`src/rtl/cell_mem_arbiter.sv`:
```
// Three-way arbiter that shares one cell memory between the renderer, the logic engine and the cursor editor.
// Grants are combinational. Read responses return in acceptance order via a requester-tag pipeline.
module cell_mem_arbiter #(
  parameter int ADDR_WIDTH   = 12,
  parameter int DATA_WIDTH   = 32,
  parameter int READ_LATENCY = 2,
  parameter int STARVE_LIMIT = 8
) (
  input  logic                  clk_in,
  input  logic                  rst_n_in,
  input  logic                  hold_in,
  input  logic                  rend_req_in,
  input  logic [ADDR_WIDTH-1:0] rend_addr_in,
  output logic                  rend_gnt_out,
  output logic                  rend_valid_out,
  input  logic                  logic_req_in,
  input  logic                  logic_we_in,
  input  logic [ADDR_WIDTH-1:0] logic_addr_in,
  input  logic [DATA_WIDTH-1:0] logic_wdata_in,
  output logic                  logic_gnt_out,
  output logic                  logic_valid_out,
  input  logic                  edit_req_in,
  input  logic                  edit_we_in,
  input  logic [ADDR_WIDTH-1:0] edit_addr_in,
  input  logic [DATA_WIDTH-1:0] edit_wdata_in,
  output logic                  edit_gnt_out,
  output logic                  edit_valid_out,
  output logic [DATA_WIDTH-1:0] rdata_out,
  output logic                  mem_en_out,
  output logic                  mem_we_out,
  output logic [ADDR_WIDTH-1:0] mem_addr_out,
  output logic [DATA_WIDTH-1:0] mem_wdata_out,
  input  logic [DATA_WIDTH-1:0] mem_rdata_in,
  output logic                  idle_out
);

  typedef enum logic [1:0] {
    TAG_NONE  = 2'b00,
    TAG_REND  = 2'b01,
    TAG_LOGIC = 2'b10,
    TAG_EDIT  = 2'b11
  } tag_t;

  localparam logic [7:0] LP_LIMIT = 8'(STARVE_LIMIT);

  logic                  r_hold_d;
  logic [7:0]            r_starve;
  tag_t                  r_tag [0:READ_LATENCY];
  logic                  r_mem_en;
  logic                  r_mem_we;
  logic [ADDR_WIDTH-1:0] r_mem_addr;
  logic [DATA_WIDTH-1:0] r_mem_wdata;
  logic                  r_rend_valid;
  logic                  r_logic_valid;
  logic                  r_edit_valid;
  logic [DATA_WIDTH-1:0] r_rdata;

  logic                  w_block;
  logic                  w_boost;
  logic                  w_rend_gnt;
  logic                  w_logic_gnt;
  logic                  w_edit_gnt;
  logic                  w_acc;
  logic                  w_we;
  logic [ADDR_WIDTH-1:0] w_addr;
  logic [DATA_WIDTH-1:0] w_wdata;
  tag_t                  w_tag;
  logic                  w_pipe_busy;

  // Grants are blocked during a swap freeze and for one cycle after it ends.
  assign w_block = hold_in | r_hold_d;
  assign w_boost = (r_starve == LP_LIMIT);

  // Priority select. A boosted editor jumps ahead of the logic engine, never the renderer.
  always_comb begin
    w_rend_gnt  = 1'b0;
    w_logic_gnt = 1'b0;
    w_edit_gnt  = 1'b0;
    if (rst_n_in && !w_block) begin
      if (rend_req_in) begin
        w_rend_gnt = 1'b1;
      end else if (w_boost && edit_req_in) begin
        w_edit_gnt = 1'b1;
      end else if (logic_req_in) begin
        w_logic_gnt = 1'b1;
      end else if (edit_req_in) begin
        w_edit_gnt = 1'b1;
      end else begin
        w_rend_gnt = 1'b0;
      end
    end else begin
      w_rend_gnt = 1'b0;
    end
  end

  // Steer the accepted requester's command toward the memory port.
  always_comb begin
    w_acc   = 1'b0;
    w_we    = 1'b0;
    w_addr  = {ADDR_WIDTH{1'b0}};
    w_wdata = {DATA_WIDTH{1'b0}};
    w_tag   = TAG_NONE;
    if (w_rend_gnt) begin
      w_acc  = 1'b1;
      w_addr = rend_addr_in;
      w_tag  = TAG_REND;
    end else if (w_logic_gnt) begin
      w_acc   = 1'b1;
      w_we    = logic_we_in;
      w_addr  = logic_addr_in;
      w_wdata = logic_wdata_in;
      w_tag   = TAG_LOGIC;
    end else if (w_edit_gnt) begin
      w_acc   = 1'b1;
      w_we    = edit_we_in;
      w_addr  = edit_addr_in;
      w_wdata = edit_wdata_in;
      w_tag   = TAG_EDIT;
    end else begin
      w_acc = 1'b0;
    end
  end

  // Tracks the freeze and the editor starvation count. The count holds while grants are blocked.
  always_ff @(posedge clk_in or negedge rst_n_in) begin
    if (!rst_n_in) begin
      r_hold_d <= 1'b0;
      r_starve <= 8'd0;
    end else begin
      r_hold_d <= hold_in;
      if (w_block) begin
        r_starve <= r_starve;
      end else if (edit_req_in && !w_edit_gnt) begin
        r_starve <= (r_starve == LP_LIMIT) ? r_starve : r_starve + 8'd1;
      end else begin
        r_starve <= 8'd0;
      end
    end
  end

  // Registered memory command. The address and data hold when no request is accepted.
  always_ff @(posedge clk_in or negedge rst_n_in) begin
    if (!rst_n_in) begin
      r_mem_en    <= 1'b0;
      r_mem_we    <= 1'b0;
      r_mem_addr  <= {ADDR_WIDTH{1'b0}};
      r_mem_wdata <= {DATA_WIDTH{1'b0}};
    end else begin
      r_mem_en <= w_acc;
      r_mem_we <= w_acc & w_we;
      if (w_acc) begin
        r_mem_addr  <= w_addr;
        r_mem_wdata <= w_wdata;
      end else begin
        r_mem_addr  <= r_mem_addr;
        r_mem_wdata <= r_mem_wdata;
      end
    end
  end

  // The tag for a read reaches the last stage in the same cycle that the memory returns its data.
  always_ff @(posedge clk_in or negedge rst_n_in) begin
    if (!rst_n_in) begin
      for (int k = 0; k <= READ_LATENCY; k++) begin
        r_tag[k] <= TAG_NONE;
      end
    end else begin
      r_tag[0] <= (w_acc && !w_we) ? w_tag : TAG_NONE;
      for (int k = 1; k <= READ_LATENCY; k++) begin
        r_tag[k] <= r_tag[k-1];
      end
    end
  end

  // Response stage: capture the read data and pulse the valid strobe of the owning requester.
  always_ff @(posedge clk_in or negedge rst_n_in) begin
    if (!rst_n_in) begin
      r_rend_valid  <= 1'b0;
      r_logic_valid <= 1'b0;
      r_edit_valid  <= 1'b0;
      r_rdata       <= {DATA_WIDTH{1'b0}};
    end else begin
      r_rend_valid  <= (r_tag[READ_LATENCY] == TAG_REND);
      r_logic_valid <= (r_tag[READ_LATENCY] == TAG_LOGIC);
      r_edit_valid  <= (r_tag[READ_LATENCY] == TAG_EDIT);
      if (r_tag[READ_LATENCY] != TAG_NONE) begin
        r_rdata <= mem_rdata_in;
      end else begin
        r_rdata <= r_rdata;
      end
    end
  end

  // True while any read is still in flight through the tag pipeline.
  always_comb begin
    w_pipe_busy = 1'b0;
    for (int k = 0; k <= READ_LATENCY; k++) begin
      w_pipe_busy = w_pipe_busy | (r_tag[k] != TAG_NONE);
    end
  end

  assign rend_gnt_out    = w_rend_gnt;
  assign logic_gnt_out   = w_logic_gnt;
  assign edit_gnt_out    = w_edit_gnt;
  assign rend_valid_out  = r_rend_valid;
  assign logic_valid_out = r_logic_valid;
  assign edit_valid_out  = r_edit_valid;
  assign rdata_out       = r_rdata;
  assign mem_en_out      = r_mem_en;
  assign mem_we_out      = r_mem_we;
  assign mem_addr_out    = r_mem_addr;
  assign mem_wdata_out   = r_mem_wdata;
  assign idle_out        = ~w_acc & ~r_mem_en & ~w_pipe_busy;

endmodule

```
`config.mk`:
```
export PLATFORM = sky130hd
export DESIGN_NAME = cell_mem_arbiter
export DESIGN_NICKNAME = d
export VERILOG_FILES = /design/src/rtl/cell_mem_arbiter.sv
export SDC_FILE = /design/constraint.sdc
export NUM_CORES = 1
export LEC_CHECK = 0
export ABC_AREA = 1
export BUFFER_PORTS_ARGS = -buffer_cell sky130_fd_sc_hd__buf_2
export CORE_MARGIN = 3
export CORE_UTILIZATION = 48
export DETAILED_ROUTE_END_ITERATION = 7
export PLACE_DENSITY = 0.85
export SLEW_MARGIN = 10
export SYNTH_ARGS = -nofsm -noshare
export SYNTH_HDL_FRONTEND = slang
export SYNTH_SLANG_ARGS = --single-unit
```
`constraint.sdc`:
```
create_clock -name clk_in -period 2.96 [get_ports clk_in]
set_clock_uncertainty 0.15 [all_clocks]
set_input_delay 0 -clock clk_in [delete_from_list [all_inputs] [get_ports clk_in]]
set_output_delay 0 -clock clk_in [all_outputs]
set_load 0.02 [all_outputs]
```
==> results.toml <==
[synth]
ys.flop_type = "dfrtp_1"
synth_edf_count = 0
netlist_area_um2 = 4200
postSynth.asyncResetShare = 1.00
yosysWarnings = 0
synth_seq_area_share = 0.572
avgSynthCellArea_um2 = 9.64
ys_seq_elements = 96
synth_fp_nets = 578
synth_cells = 436
synth_cell_types = 23

[finish]
layout.nets = 929
fillers = 455
drive_gt1_frac = 0.367
design_area_um2 = 6840
multi_input_area_um2 = 1600
syn2layout_area_growth_pct = 62.8
regArea_um2 = 2400
n_antenna_cell = 0

[drt]
drt_wl_total_um = 16500
dr.first_iter.drc_count = 286
drt_pass1_iterations = 5
vias_per_cell = 5.31
postRouteAntennaNets = 0
num_vias = 4764
avgRoutedWirePerCell_um = 18.4
drcViolationCount = 0

[floorplanning]
num_rows = 33
fp.dieArea_um2 = 9910
ios = 225
coreArea_um2 = 8340
die-width_um = 99.6
start_util = 0.504
die_h_um = 99.6

[place]
portBuffers = 224
dpl-instance-area_um2 = 5370
place_hpwl_um = 9150
dp_slack_ps = 762
place.gp.congestion = 0.903

[setup_path]
cp_num_cells = 10
cp_max_fo = 27
path_class = "flop to flop"
crit_chain = "inv_1 -> ha_1 -> nand3_1 -> o21ai_2 -> nand2_1 -> inv_2 -> buf_4 -> nand2_1 -> nand3_1 -> dlygate4sd3_1"
worstPathRequired_ps = 3090
crit_family = "buffers and inverters"
end_kind = "flop"
critPathArrivalTime_ps = 2990
critPathBufInv = 4
r2r_cells = 10
crit_slowest_cell = "dlygate4sd3_1"
cpPeakStageDelay_ps = 550
start_kind = "flop"

[global_route]
grt_max_degree = 55
grt_pass1_vias = 5112
grt_use_total = 0.328
grt_pass1_wl_um = 25400
grt_antenna_before_repair = 0
grt.overflow.total = 0

[clock_network]
clk_path_buf_depth = 2
cts_buffers = 9
insertion_delay_ps = 340
clkTransAtPathRegs_ps = 110
tritoncts = "built"
post_cts_buffers = 0
ctsRootBufferMaster = "clkbuf_8"
htreeDepth = 3
cts_sinks = 96

[pwr]
sequentialPowerShare = 0.454
p_sw_frac = 0.342
p_clk_frac = 0.219
max-vdd-ir-drop_mv = 0.258
p_sw_mw = 1.26
pwr-share-comb = 0.327
p_leak_nw = 3.71
p_per_area_nw_per_um2 = 537
p_int_mw = 2.42

[timing]
final.min_clock_period_ps = 2860
rsz0062_at_grt = "false"
setup_violations = 0
hold_viol_final = 0
worst_slack_ps = 95.5
finalCritPeriodShare = 0.968
slew_headroom = 0.370
worstMarginPinSlew_ps = 942
fmax_mhz = 349
slew_violations = 0
fin_setup_tns_ps = 0

[run_status]
status = "finished, final reports clean"

[hold_path]
hp-class = "input port to asynchronous set/reset pin"

[run]
drv_cap = 0
cell type report:
cell class,instances,share of cell area
multi-input cells,301,0.234
inverters,22,0.0121
clock buffers,11,0.0207
flip-flops and latches,96,0.351
repair buffers,357,0.357
well taps,105,0.0192
clock inverters,5,0.00603
cells in the final DEF (no fill, tap or decap), types with 4 or more instances in the layout:
cell           instances
buf_2                223
buf_4                  6
clkbuf_8              10
dfrtp_1               96
dlygate4sd3_1        128
inv_1                 20
mux2_2                32
nand2_1              166
nand3_1               56
nand4_1               13
nor2_1                12
xor2_1                 4
cell usage after synthesis (2+ instances only):
cell	n	share of area
clkbuf_1	3	0.0027
nor2_1	13	0.012
xor2_1	4	0.0083
nor2_4	3	0.0080
nand2_2	3	0.0045
dfrtp_1	96	0.57
buf_6	7	0.019
nand4_1	13	0.019
buf_2	8	0.0095
ha_1	2	0.0060
inv_2	2	0.0018
mux2_2	32	0.086
nand3_1	56	0.067
inv_1	20	0.018
nand2_1	166	0.15
power groups by stage:
stage,Sequential [mW],Combinational (mW),Clock [mW]
finish,1.67,1.20,0.804
global route,1.69,1.28,0.866
CTS,1.65,1.16,0.816
detailed placement,1.67,0.942,0
global placement,1.66,0.914,0
floorplan,1.93,0.252,0
state kept, by name (all words and copies together) (netlist names):
| register | cells |
|---|---|
| mem_addr_out | 12 |
| mem_we_out | 1 |
| mem_en_out | 1 |
| r_tag | 6 |
| edit_valid_out | 1 |
| logic_valid_out | 1 |
| rend_valid_out | 1 |
| r_starve | 8 |
| r_hold_d | 1 |
| mem_wdata_out | 32 |
| rdata_out | 32 |
metrics by stage:
stage                     hold WS, ps  cells  total power [mW]   util
after floorplan                  -446    436              2.18      -
after global placement           -298    752              2.57  0.644
after detailed placement         -297    752              2.61  0.644
after CTS                         185    896              3.62  0.819
after global routing              206    897              3.83  0.820
final                             194    897              3.68  0.820
worst min-delay path: stages:
cell and delay, ps:
dlygate4sd3_1 530, buf_4 170, buf_4 430
cells by family after synthesis:
family,share of synthesized area
simple gates,0.267
flops,0.572
buf+inv,0.0506
mux,0.0857
compound gates,0.0110
xor+xnor,0.00833
fa+ha+maj,0.00595
per-layer routing:
layer / vias to the layer above / share of wire / track usage
li1: 2110 / - / -
met1: 2248 / 0.34 / 0.357
met2: 340 / 0.53 / 0.602
met3: 66 / 0.094 / 0.0750
met4: 0 / 0.042 / 0.154
met5: - / 0 / 0
path summary, 6_finish.rpt:
path | startpoint | end | slack (ps)
worst max-delay path | r_starve[0] | mem_wdata_out[20] | 100
worst min-delay path | rst_n_in | mem_wdata_out[30] | 190
worst max register to register | r_starve[0] | mem_wdata_out[20] | 100
worst min register to register | r_tag[3] | r_tag[1] | 240
max in group asynchronous | rst_n_in | rdata_out[25] | 1430
min in group clk_in | hold_in | r_hold_d | 220
timing repair:
action,in CTS,in global routing
gates resized for setup,0,1
setup endpoints to repair,0,23
hold buffers,128,0
endpoints found under the hold margin,123,0
Note: power is estimated with default switching activity, not from simulation.
